<file path="config.mk">
export PLATFORM = sky130hd
export DESIGN_NAME = seq_det_scheduler_flat
export DESIGN_NICKNAME = d
export VERILOG_FILES = /design/src/rtl/seq_det_scheduler_if.sv /design/src/rtl/seq_det_scheduler.sv /design/src/flat_wrapper.sv
export SDC_FILE = /design/constraint.sdc
export NUM_CORES = 1
export LEC_CHECK = 0
export CORE_ASPECT_RATIO = 0.8
export CORE_MARGIN = 2
export CORE_UTILIZATION = 35
export DETAILED_ROUTE_END_ITERATION = 6
export PLACE_DENSITY = 0.6
export SYNTH_ARGS = -nofsm -noshare
export SYNTH_HDL_FRONTEND = slang
export SYNTH_SLANG_ARGS = --single-unit
</file>
<file path="constraint.sdc">
create_clock -name clk -period 2.1 [get_ports clk]
set_clock_uncertainty 0.05 [all_clocks]
set_input_delay 0.42 -clock clk [delete_from_list [all_inputs] [get_ports clk]]
set_output_delay 0.42 -clock clk [all_outputs]
set_load 0.1 [all_outputs]
</file>
<file path="src/rtl/seq_det_scheduler_if.sv">
// -----------------------------------------------------------------------------
// seq_det_scheduler_if
// Bundles the channel-side handshake, the shared detector pins and the
// per-frame result bus of seq_det_scheduler.
//
// Parameters:
//   N      number of requesting channels
//   CNT_W  width of the per-frame hit count
//
// Signals:
//   req, ch_data, ch_last   channel -> scheduler (N bits each)
//   gnt, bit_ack            scheduler -> channel (N bits each)
//   det_reset, det_data     scheduler -> detector
//   det_hit                 detector  -> scheduler
//   res_valid, res_ch,
//   res_count, res_abort    scheduler -> result consumer
//
// Modports:
//   master  the scheduler side
//   slave   channels, detector and result consumer
// -----------------------------------------------------------------------------
interface seq_det_scheduler_if #(
  parameter int N     = 4,
  parameter int CNT_W = 8
);
  localparam int SEL_W = (N > 1) ? $clog2(N) : 1;

  logic [N-1:0]     req;
  logic [N-1:0]     ch_data;
  logic [N-1:0]     ch_last;
  logic [N-1:0]     gnt;
  logic [N-1:0]     bit_ack;
  logic             det_reset;
  logic             det_data;
  logic             det_hit;
  logic             res_valid;
  logic [SEL_W-1:0] res_ch;
  logic [CNT_W-1:0] res_count;
  logic             res_abort;

  modport master (
    input  req, ch_data, ch_last, det_hit,
    output gnt, bit_ack, det_reset, det_data,
           res_valid, res_ch, res_count, res_abort
  );

  modport slave (
    output req, ch_data, ch_last, det_hit,
    input  gnt, bit_ack, det_reset, det_data,
           res_valid, res_ch, res_count, res_abort
  );
endinterface

</file>
<file path="src/rtl/seq_det_scheduler.sv">
// -----------------------------------------------------------------------------
// seq_det_scheduler
// Round-robin scheduler sharing one sequence detector among N serial channels.
// For each granted channel it clears the detector, streams one frame of bits
// into it, waits out the detector latency, counts aligned hits and reports a
// one-cycle result strobe.
//
// Parameters:
//   N          number of channels (2..16)
//   CNT_W      width of the saturating per-frame hit counter
//   DET_LAT    detector latency from det_data to det_hit (1..4)
//   MAX_FRAME  frame length limit, only used when SEQ_SCHED_TIMEOUT_EN is set
//
// Ports:
//   clk    rising-edge clock
//   reset  asynchronous active-high reset
//   bus    seq_det_scheduler_if.master (req/ch_data/ch_last in, gnt/bit_ack
//          out, detector pins, result bus)
//
// Build option:
//   SEQ_SCHED_TIMEOUT_EN  when defined, a frame reaching MAX_FRAME bits
//                         without ch_last is cut short and reported with
//                         res_abort=1; otherwise res_abort is tied low.
// -----------------------------------------------------------------------------
module seq_det_scheduler #(
  parameter int N         = 4,
  parameter int CNT_W     = 8,
  parameter int DET_LAT   = 1,
  parameter int MAX_FRAME = 256
) (
  input logic                 clk,
  input logic                 reset,
  seq_det_scheduler_if.master bus
);

  localparam int SEL_W = (N > 1) ? $clog2(N) : 1;
  localparam int DRN_W = (DET_LAT > 1) ? $clog2(DET_LAT) : 1;

  localparam logic [N-1:0]     ONE_N   = {{(N-1){1'b0}}, 1'b1};
  localparam logic [CNT_W-1:0] CNT_MAX = {CNT_W{1'b1}};
  localparam logic [DRN_W-1:0] DRN_END = DRN_W'(DET_LAT - 1);
  localparam logic [SEL_W-1:0] SEL_END = SEL_W'(N - 1);

  typedef enum logic [2:0] {
    IDLE   = 3'd0,
    CLEAR  = 3'd1,
    STREAM = 3'd2,
    DRAIN  = 3'd3,
    REPORT = 3'd4
  } state_t;

  state_t             state_q,     state_d;
  logic [N-1:0]       gnt_q,       gnt_d;
  logic [SEL_W-1:0]   sel_q,       sel_d;
  logic [SEL_W-1:0]   rr_ptr_q,    rr_ptr_d;
  logic               skip_q,      skip_d;
  logic [CNT_W-1:0]   cnt_q,       cnt_d;
  logic [DET_LAT-1:0] pipe_q,      pipe_d;
  logic [DRN_W-1:0]   drain_q,     drain_d;
  logic               res_valid_q, res_valid_d;
  logic [SEL_W-1:0]   res_ch_q,    res_ch_d;
  logic [CNT_W-1:0]   res_count_q, res_count_d;

`ifdef SEQ_SCHED_TIMEOUT_EN
  localparam int BIT_W = $clog2(MAX_FRAME + 1);
  localparam logic [BIT_W-1:0] BIT_END = BIT_W'(MAX_FRAME - 1);

  logic [BIT_W-1:0]   bit_cnt_q,   bit_cnt_d;
  logic               abort_q,     abort_d;
  logic               res_abort_q, res_abort_d;
`endif

  logic [N-1:0]       req_eff;
  logic [DET_LAT-1:0] pipe_shift;
  logic               hit_ok;
  logic [CNT_W-1:0]   cnt_inc;
  logic               cur_last;

  // First requester at or after ptr, wrapping around the channel ring.
  function automatic logic [SEL_W-1:0] rr_pick(input logic [N-1:0]     r,
                                               input logic [SEL_W-1:0] ptr);
    logic [SEL_W-1:0] pick;
    logic             found;
    int               idx;
    pick  = '0;
    found = 1'b0;
    for (int k = 0; k < N; k++) begin
      idx = (int'(ptr) + k) % N;
      if (!found && r[idx]) begin
        pick  = SEL_W'(idx);
        found = 1'b1;
      end else begin
        pick  = pick;
      end
    end
    return pick;
  endfunction

  // Bit-valid pipe: a 1 enters for every STREAM cycle and emerges DET_LAT
  // cycles later, exactly when the detector answers for that bit.
  always_comb begin
    pipe_shift    = '0;
    pipe_shift[0] = (state_q == STREAM);
    for (int i = 1; i < DET_LAT; i++) begin
      pipe_shift[i] = pipe_q[i-1];
    end
  end

  // Hit qualification and saturating increment.
  always_comb begin
    hit_ok = pipe_q[DET_LAT-1] & bus.det_hit;
    if (hit_ok && (cnt_q != CNT_MAX)) begin
      cnt_inc = cnt_q + CNT_W'(1);
    end else begin
      cnt_inc = cnt_q;
    end
  end

  // Requests seen in IDLE; the channel just served is masked for one cycle
  // so a request still held after its result does not retrigger.
  always_comb begin
    if (skip_q) begin
      req_eff = bus.req & ~(ONE_N << sel_q);
    end else begin
      req_eff = bus.req;
    end
    cur_last = bus.ch_last[sel_q];
  end

  // Next-state logic for the scheduler FSM and its datapath registers.
  always_comb begin
    state_d     = state_q;
    gnt_d       = gnt_q;
    sel_d       = sel_q;
    rr_ptr_d    = rr_ptr_q;
    skip_d      = skip_q;
    cnt_d       = cnt_q;
    pipe_d      = pipe_shift;
    drain_d     = drain_q;
    res_valid_d = 1'b0;
    res_ch_d    = res_ch_q;
    res_count_d = res_count_q;
`ifdef SEQ_SCHED_TIMEOUT_EN
    bit_cnt_d   = bit_cnt_q;
    abort_d     = abort_q;
    res_abort_d = res_abort_q;
`endif

    case (state_q)
      IDLE: begin
        skip_d = 1'b0;
        if (|req_eff) begin
          sel_d   = rr_pick(req_eff, rr_ptr_q);
          gnt_d   = ONE_N << rr_pick(req_eff, rr_ptr_q);
          state_d = CLEAR;
        end else begin
          state_d = IDLE;
        end
      end

      CLEAR: begin
        cnt_d   = '0;
        pipe_d  = '0;
        drain_d = '0;
`ifdef SEQ_SCHED_TIMEOUT_EN
        bit_cnt_d = '0;
        abort_d   = 1'b0;
`endif
        state_d = STREAM;
      end

      STREAM: begin
        cnt_d = cnt_inc;
`ifdef SEQ_SCHED_TIMEOUT_EN
        bit_cnt_d = bit_cnt_q + BIT_W'(1);
        if (cur_last) begin
          state_d = DRAIN;
        end else if (bit_cnt_q == BIT_END) begin
          abort_d = 1'b1;
          state_d = DRAIN;
        end else begin
          state_d = STREAM;
        end
`else
        if (cur_last) begin
          state_d = DRAIN;
        end else begin
          state_d = STREAM;
        end
`endif
      end

      DRAIN: begin
        cnt_d = cnt_inc;
        if (drain_q == DRN_END) begin
          // Result registers load from cnt_inc so the final drain-cycle hit
          // is included.
          res_valid_d = 1'b1;
          res_ch_d    = sel_q;
          res_count_d = cnt_inc;
`ifdef SEQ_SCHED_TIMEOUT_EN
          res_abort_d = abort_q;
`endif
          state_d     = REPORT;
        end else begin
          drain_d = drain_q + DRN_W'(1);
          state_d = DRAIN;
        end
      end

      REPORT: begin
        if (sel_q == SEL_END) begin
          rr_ptr_d = '0;
        end else begin
          rr_ptr_d = sel_q + SEL_W'(1);
        end
        gnt_d   = '0;
        skip_d  = 1'b1;
        state_d = IDLE;
      end

      default: begin
        gnt_d   = '0;
        state_d = IDLE;
      end
    endcase
  end

  // State and datapath registers; reset aborts any in-flight frame.
  always_ff @(posedge clk or posedge reset) begin
    if (reset) begin
      state_q     <= IDLE;
      gnt_q       <= '0;
      sel_q       <= '0;
      rr_ptr_q    <= '0;
      skip_q      <= 1'b0;
      cnt_q       <= '0;
      pipe_q      <= '0;
      drain_q     <= '0;
      res_valid_q <= 1'b0;
      res_ch_q    <= '0;
      res_count_q <= '0;
`ifdef SEQ_SCHED_TIMEOUT_EN
      bit_cnt_q   <= '0;
      abort_q     <= 1'b0;
      res_abort_q <= 1'b0;
`endif
    end else begin
      state_q     <= state_d;
      gnt_q       <= gnt_d;
      sel_q       <= sel_d;
      rr_ptr_q    <= rr_ptr_d;
      skip_q      <= skip_d;
      cnt_q       <= cnt_d;
      pipe_q      <= pipe_d;
      drain_q     <= drain_d;
      res_valid_q <= res_valid_d;
      res_ch_q    <= res_ch_d;
      res_count_q <= res_count_d;
`ifdef SEQ_SCHED_TIMEOUT_EN
      bit_cnt_q   <= bit_cnt_d;
      abort_q     <= abort_d;
      res_abort_q <= res_abort_d;
`endif
    end
  end

  // det_data is a mux on the registered grant; the detector is held in
  // reset both by the block reset and by the CLEAR state.
  assign bus.gnt       = gnt_q;
  assign bus.bit_ack   = (state_q == STREAM) ? gnt_q : '0;
  assign bus.det_data  = (state_q == STREAM) ? bus.ch_data[sel_q] : 1'b0;
  assign bus.det_reset = reset | (state_q == CLEAR);
  assign bus.res_valid = res_valid_q;
  assign bus.res_ch    = res_ch_q;
  assign bus.res_count = res_count_q;
`ifdef SEQ_SCHED_TIMEOUT_EN
  assign bus.res_abort = res_abort_q;
`else
  assign bus.res_abort = 1'b0;
`endif

endmodule

</file>
<file path="src/flat_wrapper.sv">
// flat-port wrapper written by rule: the top's interface ports become plain ports
module seq_det_scheduler_flat 
#(
  parameter int N         = 4,
  parameter int CNT_W     = 8,
  parameter int DET_LAT   = 1,
  parameter int MAX_FRAME = 256
)
  (clk, reset, bus_req, bus_ch_data, bus_ch_last, bus_det_hit, bus_gnt, bus_bit_ack, bus_det_reset, bus_det_data, bus_res_valid, bus_res_ch, bus_res_count, bus_res_abort);
  seq_det_scheduler_if #(.N(N), .CNT_W(CNT_W)) bus_i ();
  input logic clk;
  input logic reset;
  input wire logic [$bits(bus_i.req)-1:0] bus_req;
  input wire logic [$bits(bus_i.ch_data)-1:0] bus_ch_data;
  input wire logic [$bits(bus_i.ch_last)-1:0] bus_ch_last;
  input wire logic [$bits(bus_i.det_hit)-1:0] bus_det_hit;
  output wire logic [$bits(bus_i.gnt)-1:0] bus_gnt;
  output wire logic [$bits(bus_i.bit_ack)-1:0] bus_bit_ack;
  output wire logic [$bits(bus_i.det_reset)-1:0] bus_det_reset;
  output wire logic [$bits(bus_i.det_data)-1:0] bus_det_data;
  output wire logic [$bits(bus_i.res_valid)-1:0] bus_res_valid;
  output wire logic [$bits(bus_i.res_ch)-1:0] bus_res_ch;
  output wire logic [$bits(bus_i.res_count)-1:0] bus_res_count;
  output wire logic [$bits(bus_i.res_abort)-1:0] bus_res_abort;
  assign bus_i.req = bus_req;
  assign bus_i.ch_data = bus_ch_data;
  assign bus_i.ch_last = bus_ch_last;
  assign bus_i.det_hit = bus_det_hit;
  assign bus_gnt = bus_i.gnt;
  assign bus_bit_ack = bus_i.bit_ack;
  assign bus_det_reset = bus_i.det_reset;
  assign bus_det_data = bus_i.det_data;
  assign bus_res_valid = bus_i.res_valid;
  assign bus_res_ch = bus_i.res_ch;
  assign bus_res_count = bus_i.res_count;
  assign bus_res_abort = bus_i.res_abort;
  seq_det_scheduler #(.N(N), .CNT_W(CNT_W), .DET_LAT(DET_LAT), .MAX_FRAME(MAX_FRAME)) u_core (.clk(clk), .reset(reset), .bus(bus_i));
endmodule
</file>
==> results of run 1 <==
==> report_power, final <==
part / internal (W) / total, W / switching [W]
registers: 0.000792 / 0.000943 / 0.000151
clock network: 0.000225 / 0.000433 / 0.000209
logic: 0.000611 / 0.00197 / 0.00136
total: 0.00163 / 0.00334 / 0.00171
==> sequential cells by signal, indices dropped and copies added (netlist names) <==
signal and count:
u_core.bus.res_count 8, u_core.cnt_q 8, u_core.rr_ptr_q 2, u_core.bus.res_ch 2
u_core.bus.gnt 4, u_core.skip_q 1, u_core.sel_q 2, u_core.bus.res_valid 1
u_core.pipe_q 1, u_core.state_q 3
==> cell type report <==
type | count | area [um2]
fill | 506 | 2570
multi-input combinational | 135 | 907
sequential | 32 | 802
timing repair buffer | 50 | 488
tap | 62 | 77.6
clock buffer | 6 | 72.6
inverter | 8 | 30.0
clock inverter | 1 | 5.00
==> synthesized netlist by cell type (3+ instances only) <==
master    number
nand2_1       22
dfrtp_1       32
nand3_1        5
ha_1           5
a22o_1         7
buf_4          3
o31ai_1        3
o22ai_1        3
inv_1          8
a21oi_1        7
and2_1         5
clkbuf_1       5
mux2_2         3
o21ai_0       16
nand2b_1       5
nor2_1        16
==> what timing repair did <==
item / CTS / global route
pin swaps: 0 / 1
endpoints found under the setup margin: 1 / 5
setup buffers: 0 / 1
gates resized for setup: 2 / 2
==> worst max path at each step <==
| stage | from | endpoint | slack (ns) |
|---|---|---|---|
| floorplan | reset | bus_det_reset | -0.06 |
| detailed placement | bus_det_hit | u_core.cnt_q[7] | -0.07 |
| CTS | bus_ch_data[3] | bus_det_data | 0.007 |
| global placement | bus_req[1] | u_core.bus.gnt[2] | -0.04 |
| finish | bus_ch_data[1] | bus_det_data | 0.04 |
| global route | u_core.state_q[2] | bus_bit_ack[0] | 0.005 |
==> layer usage <==
metal | share of wire (%) | track usage [%]
met2 | 43 | 23.9
met5 | 0 | 0
met4 | 0.58 | 4.84
met3 | 5.1 | 3.18
met1 | 51 | 22.2
==> per-stage QoR <==
stage / instances / setup WS, ns / total power, W
2_1_floorplan: 184 / -0.0614 / 0.00232
3_3_place_gp: 286 / -0.0409 / 0.00287
3_5_place_dp: 286 / -0.0655 / 0.00290
4_1_cts: 293 / 0.00670 / 0.00336
5_1_grt: 294 / 0.00522 / 0.00354
6_report: 294 / 0.0423 / 0.00334
==> critical path, stage by stage <==
cell and delay (ns):
clkdlybuf4s50_1 0.40, mux4_2 0.45, and2_4 0.16, buf_12 0.16
==> cells by family (layout without fill, tap and decap cells) <==
logic type,after synthesis,after routing,synth area share [%]
DFF,32,32,45.1
xor gates and xnor gates,4,4,1.97
adders and majority gates,5,5,3.52
other,1,1,0.211
buffers and inverters,17,65,4.65
AOI/OAI and AO/OA,52,52,20.1
muxes,6,6,5.28
and+or+nand+nor,67,67,19.2
==> metrics.md, run 1 <==
| Metric | Value |
|---|---|
| Outcome | completed |
| Commonest non-fill, non-tap cells in the layout | dfrtp_1, buf_4, nand2_1, nor2_1, o21ai_0 |
| Period utilization | 98.0% |
| Final HPWL DP | 3030 um |
| # hold bufs at CTS | 0 |
| Crit path DAT | 1.59 ns |
| Reg2reg setup slack | 0.18 ns |
| Startpoint Class | primary input |
| Vias | 1,456 |
| I/O Pins | 37 |
| Syn_nets | 204 |
| CTS tree | yes |
| Total Routing Usage GR | 15.5% |
| Initial core utilization | 35.9% |
| Cell row count | 23 |
| Reg-to-Reg End | u_core.bus.gnt[0] |
| Fin nets | 252 |
| Worst-margin pin slew | 0.593 ns |
| Clock buffer depth | 2 |
| CORE AREA | 4950 um2 |
| DR iter-0 viols | 85 |
| Vias in the first global route | 1,394 |
| Layout area overhead | 34.1% |
| Top cell type's share of synthesized area | 45.1% |
| Hold Crit Start | u_core.bus.res_ch[0] |
| Post-synthesis cell area | 1780 um2 |
| Antenna violation net count after detailed routing | 0 |
| Final core utilization | 48.1% |
| Final setup violation count | 0 |
| Synthesized area per cell | 9.66 um2 |
| R2r worst-path depth | 7 |
| Synth Warn # | 0 |
| Die width | 83.7 um |
| Synth Instances | 184 |
| TNS Setup | 0 ns |
| Critical Path Fanout Max | 1 |
| Layout cells sized above 1 | 27.6% |
| Pleak | 1.13 nW |
| Post-route minimum period | 2.06 ns |
| Num CTS Buffers | 5 |
| Drt total wl | 3980 um |
| Global placement routability congestion | 0.738 |
| Register area share after synthesis | 45.1% |
| Clock root cell | clkbuf_8 |
| Async S/R FF share, synth | 100% |
| First-pass GRT wire length | 6850 um |
| Post-synth top area cell | dfrtp_1 |
| Commonest non-fill, non-tap cell in the layout | dfrtp_1 |
| Hold EP | u_core.bus.res_ch[0] |
| #FFs+latches synth | 32 |
| Post-synth top flop | dfrtp_1 |
| Hold Worst Slack | 0.426 ns |
| # diodes | 0 |
| Remaining DRCs | 0 |
| Initial antenna violation count | 0 |
| Clk_lat worst skew | 0.28 ns |
| Final hold viol count | 0 |
| Crit end category | output port |
| Vias per cell | 4.95 |
| FF-to-FF Start | u_core.sel_q[0] |
| DR pass1 iterations | 4 |
| Clock-pin slew on the worst setup and hold paths | 0.06 ns |
| Final instance area | 2380 um2 |
| Setup CP Type | in -> out |
| Worst slew margin | 60.4% |
| RSZ-0062 raised after global routing | no |
| Post-synth EDFFs | 0 |
| Maxcap violations | 0 |
| H-tree levels | 2 |
| Area after DPL | 2290 um2 |
| GRT Residual Overflow | 0 |
| Cell variety after synth | 45 |
| Crit path required time | 1.63 ns |
| Final Slew Violations | 0 |
| Hold Path Stages | 2 |
| Die area | 5670 um2 |
| HP Class | reg -> reg |
| Die height | 67.7 um |
| Largest cells by area after synthesis | dfrtp_1, nand2_1, o21ai_0, ha_1, a22o_1 |
| CTS sink count | 32 |
| Peak supply drop | 0.695 mV |
| IO buf count | 35 |
| Wire length per cell | 13.5 um |
| Pin count of the biggest net entering global routing | 33 |
| Power Dens Cells | 1400 nW/um2 |
| FMAX | 0.486 GHz |
Power figures use the tool's default switching activity.
==> run 2, diff against run 1 <==
- CTS_CLUSTER_DIAMETER: not set -> 200
- PLACE_DENSITY: 0.6 -> not set
- PLACE_DENSITY_LB_ADDON: not set -> 0.05
==> run 2 against run 1 <==
Compared with the run above: register-to-register slack better by 0.03 ns; cell count down 0.34%; sequential share of layout area down 0.14 points; die area unchanged; critical endpoint unchanged; global-route usage up 1.2 points; largest cell class unchanged; largest power group unchanged; count of clock-buffer cells in the layout unchanged; critical path depth unchanged.
==> metrics.md, run 2 (synthesized netlist as in run 1, its figures left out) <==
| Metric | Value |
|---|---|
| Global placement routability congestion | 0.755 (was 0.738) |
| Met3 Use GR | 3.91% (was 3.18%) |
| Reg-to-Reg End | u_core.bus.gnt[0] (unchanged) |
| Die area | 5670 um2 (unchanged) |
| First-pass GRT wire length | 7240 um (was 6850 um) |
| Gr busiest metal | met1 (was met2) |
| Worst-margin pin slew | 0.579 ns (was 0.593 ns) |
| # diodes | 0 (unchanged) |
| Setup CP Type | in -> out (unchanged) |
| Reg2reg setup slack | 0.21 ns (was 0.18 ns) |
| Final setup violation count | 0 (unchanged) |
| Initial core utilization | 35.9% (unchanged) |
| CP delay by family, top | buffers and inverters (unchanged) |
| Final HPWL DP | 3200 um (was 3030 um) |
| DR iter-0 viols | 86 (was 85) |
| Commonest non-fill, non-tap cell in the layout | dfrtp_1 (unchanged) |
| Power Dens Cells | 1440 nW/um2 (was 1400 nW/um2) |
| Internal | 0.00174 W (was 0.00163 W) |
| Critical path's slowest cell | mux4_2 (unchanged) |
| Peak supply drop | 0.842 mV (was 0.695 mV) |
| Final hold viol count | 0 (unchanged) |
| Clock root cell | clkbuf_8 (unchanged) |
| Critical Path Fanout Max | 1 (unchanged) |
| FF-to-FF Start | u_core.sel_q[1] (was u_core.sel_q[0]) |
| IO buf count | 35 (unchanged) |
| CORE AREA | 4950 um2 (unchanged) |
| I/O Pins | 37 (unchanged) |
| Wire length per cell | 14.7 um (was 13.5 um) |
| Combinational fraction of design power | 55.5% (was 58.8%) |
| GR Layer Usage met1 | 24.8% (was 22.2%) |
| Pin count of the biggest net entering global routing | 33 (unchanged) |
| Antenna violation net count after detailed routing | 0 (unchanged) |
| CTS sink count | 32 (unchanged) |
| Psw | 0.00173 W (was 0.00171 W) |
| HP Class | reg -> reg (unchanged) |
| Pleak | 1.12 nW (was 1.13 nW) |
| Final Slew Violations | 0 (unchanged) |
| Crit path cell chain | clkdlybuf4s50_1 > mux4_2 > and2_4 > buf_12 (unchanged) |
| Fin nets | 250 (was 252) |
| Crit. path cell count | 4 (unchanged) |
| Vias in the first global route | 1,431 (was 1,394) |
| Period utilization | 98.9% (was 98.0%) |
| Hold Worst Slack | 0.432 ns (was 0.426 ns) |
| Clock-pin slew on the worst setup and hold paths | 0.07 ns (was 0.06 ns) |
| Vias per cell | 5.13 (was 4.95) |
| Commonest non-fill, non-tap cells in the layout | dfrtp_1, buf_4, nand2_1, nor2_1, o21ai_0 (unchanged) |
| Initial antenna violation count | 0 (unchanged) |
| M2 GR Usage | 23.9% (unchanged) |
| DR pass1 iterations | 4 (unchanged) |
| Total Routing Usage GR | 16.7% (was 15.5%) |
| R2r worst-path depth | 8 (was 7) |
| DP Cell Count | 285 (was 286) |
| Layout area overhead | 34.9% (was 34.1%) |
| Power Total | 0.00346 W (was 0.00334 W) |
| Layout cells sized above 1 | 27.7% (was 27.6%) |
| Vias | 1,502 (was 1,456) |
| Crit-path max cell delay | 0.46 ns (was 0.45 ns) |
| Critical path buffers and inverters | 2 (unchanged) |
| Clock buffer depth | 2 (unchanged) |
| Post-route minimum period | 2.08 ns (was 2.06 ns) |
| Num CTS Buffers | 5 (unchanged) |
| CTS tree | yes (unchanged) |
| Clk_lat worst skew | 0.28 ns (about the same) |
| Maxcap violations | 0 (unchanged) |
| Crit path required time | 1.63 ns (about the same) |
| Die height | 67.7 um (unchanged) |
| Clock share of power | 16.8% (was 13.0%) |
| Worst Setup SP | bus_ch_data[3] (was bus_ch_data[1]) |
| CP Capture Point | bus_det_data (unchanged) |
| Sw Share | 49.9% (was 51.3%) |
| Cell row count | 23 (unchanged) |
| H-tree levels | 2 (unchanged) |
| Finished Layout Cells | 293 (was 294) |
| Outcome | completed (unchanged) |
| Startpoint Class | primary input (unchanged) |
| Crit end category | output port (unchanged) |
| FMAX | 0.482 GHz (was 0.486 GHz) |
| Drt total wl | 4310 um (was 3980 um) |
| Crit path DAT | 1.61 ns (was 1.59 ns) |
| Seq pwr share | 27.7% (was 28.2%) |
| Setup repair bufs after CTS | 0 (unchanged) |
| RSZ-0062 raised after global routing | no (unchanged) |
| Die width | 83.7 um (unchanged) |
| Remaining DRCs | 0 (unchanged) |
| GRT Residual Overflow | 0 (unchanged) |
| Worst slew margin | 61.3% (was 60.4%) |
[run 2: what timing repair did]
item / CTS / global route
gates resized for setup: 2 / 2
pin swaps: 0 / 0
hold buffers: 0 / 0
setup endpoints to repair: 1 / 7
[run 2: layout make-up]
type,count,area [um2]
Tap cell,62,77.6
Clock buffer,6,72.6
Timing Repair Buffer,48,470
Clock inverter,2,35.0
Multi-Input combinational cell,135,907
Inverter,8,30.0
Sequential cell,32,803
Fill cell,489,2550
[run 2: tightest hold or removal path: stages, from the launching register on]
cell and delay (ns):
dfrtp_1 0.34, nand2_1 0.05, o21ai_0 0.06
[run 2: how the worst min path moves through the flow]
stage                       startpoint  slack (ns)                 endpoint  cells after the start
5_1_grt           u_core.bus.res_ch[0]        0.47     u_core.bus.res_ch[0]                      2
3_5_place_dp   u_core.bus.res_count[2]        0.42  u_core.bus.res_count[2]                      2
2_1_floorplan       u_core.rr_ptr_q[0]        0.46       u_core.rr_ptr_q[0]                      2
3_3_place_gp   u_core.bus.res_count[6]        0.42  u_core.bus.res_count[6]                      2
4_1_cts           u_core.bus.res_ch[1]        0.44     u_core.bus.res_ch[1]                      2
6_report       u_core.bus.res_count[2]        0.43  u_core.bus.res_count[2]                      2
[run 2: stage by stage]
step | utilization, % | worst slack, ns | area, um2 | TNS, ns
2_1_floorplan | - | -0.0614 | 1790 | -0.0614
3_3_place_gp | 46.1 | -0.0550 | 2280 | -0.0726
3_5_place_dp | 46.1 | -0.0566 | 2280 | -0.0816
4_1_cts | 48.3 | 0.0105 | 2390 | 0
5_1_grt | 48.4 | 0.00102 | 2400 | 0
6_report | 48.4 | 0.0237 | 2400 | 0
[run 2: layer usage]
metal / vias up / share of wire [%] / wire (um)
met4: 0 / 0.98 / 42
met1: 720 / 52 / 2250
li1: 736 / - / -
met3: 5 / 5.6 / 241
met2: 41 / 41 / 1780
met5: - / 0 / 0
[run 2: power groups by stage]
stage / registers, W / logic (W) / clock network, W
5_1_grt: 0.000992 / 0.00206 / 0.000622
3_5_place_dp: 0.000962 / 0.00192 / 0
2_1_floorplan: 0.00151 / 0.000810 / 0
6_report: 0.000958 / 0.00192 / 0.000582
4_1_cts: 0.000955 / 0.00193 / 0.000601
3_3_place_gp: 0.000958 / 0.00190 / 0
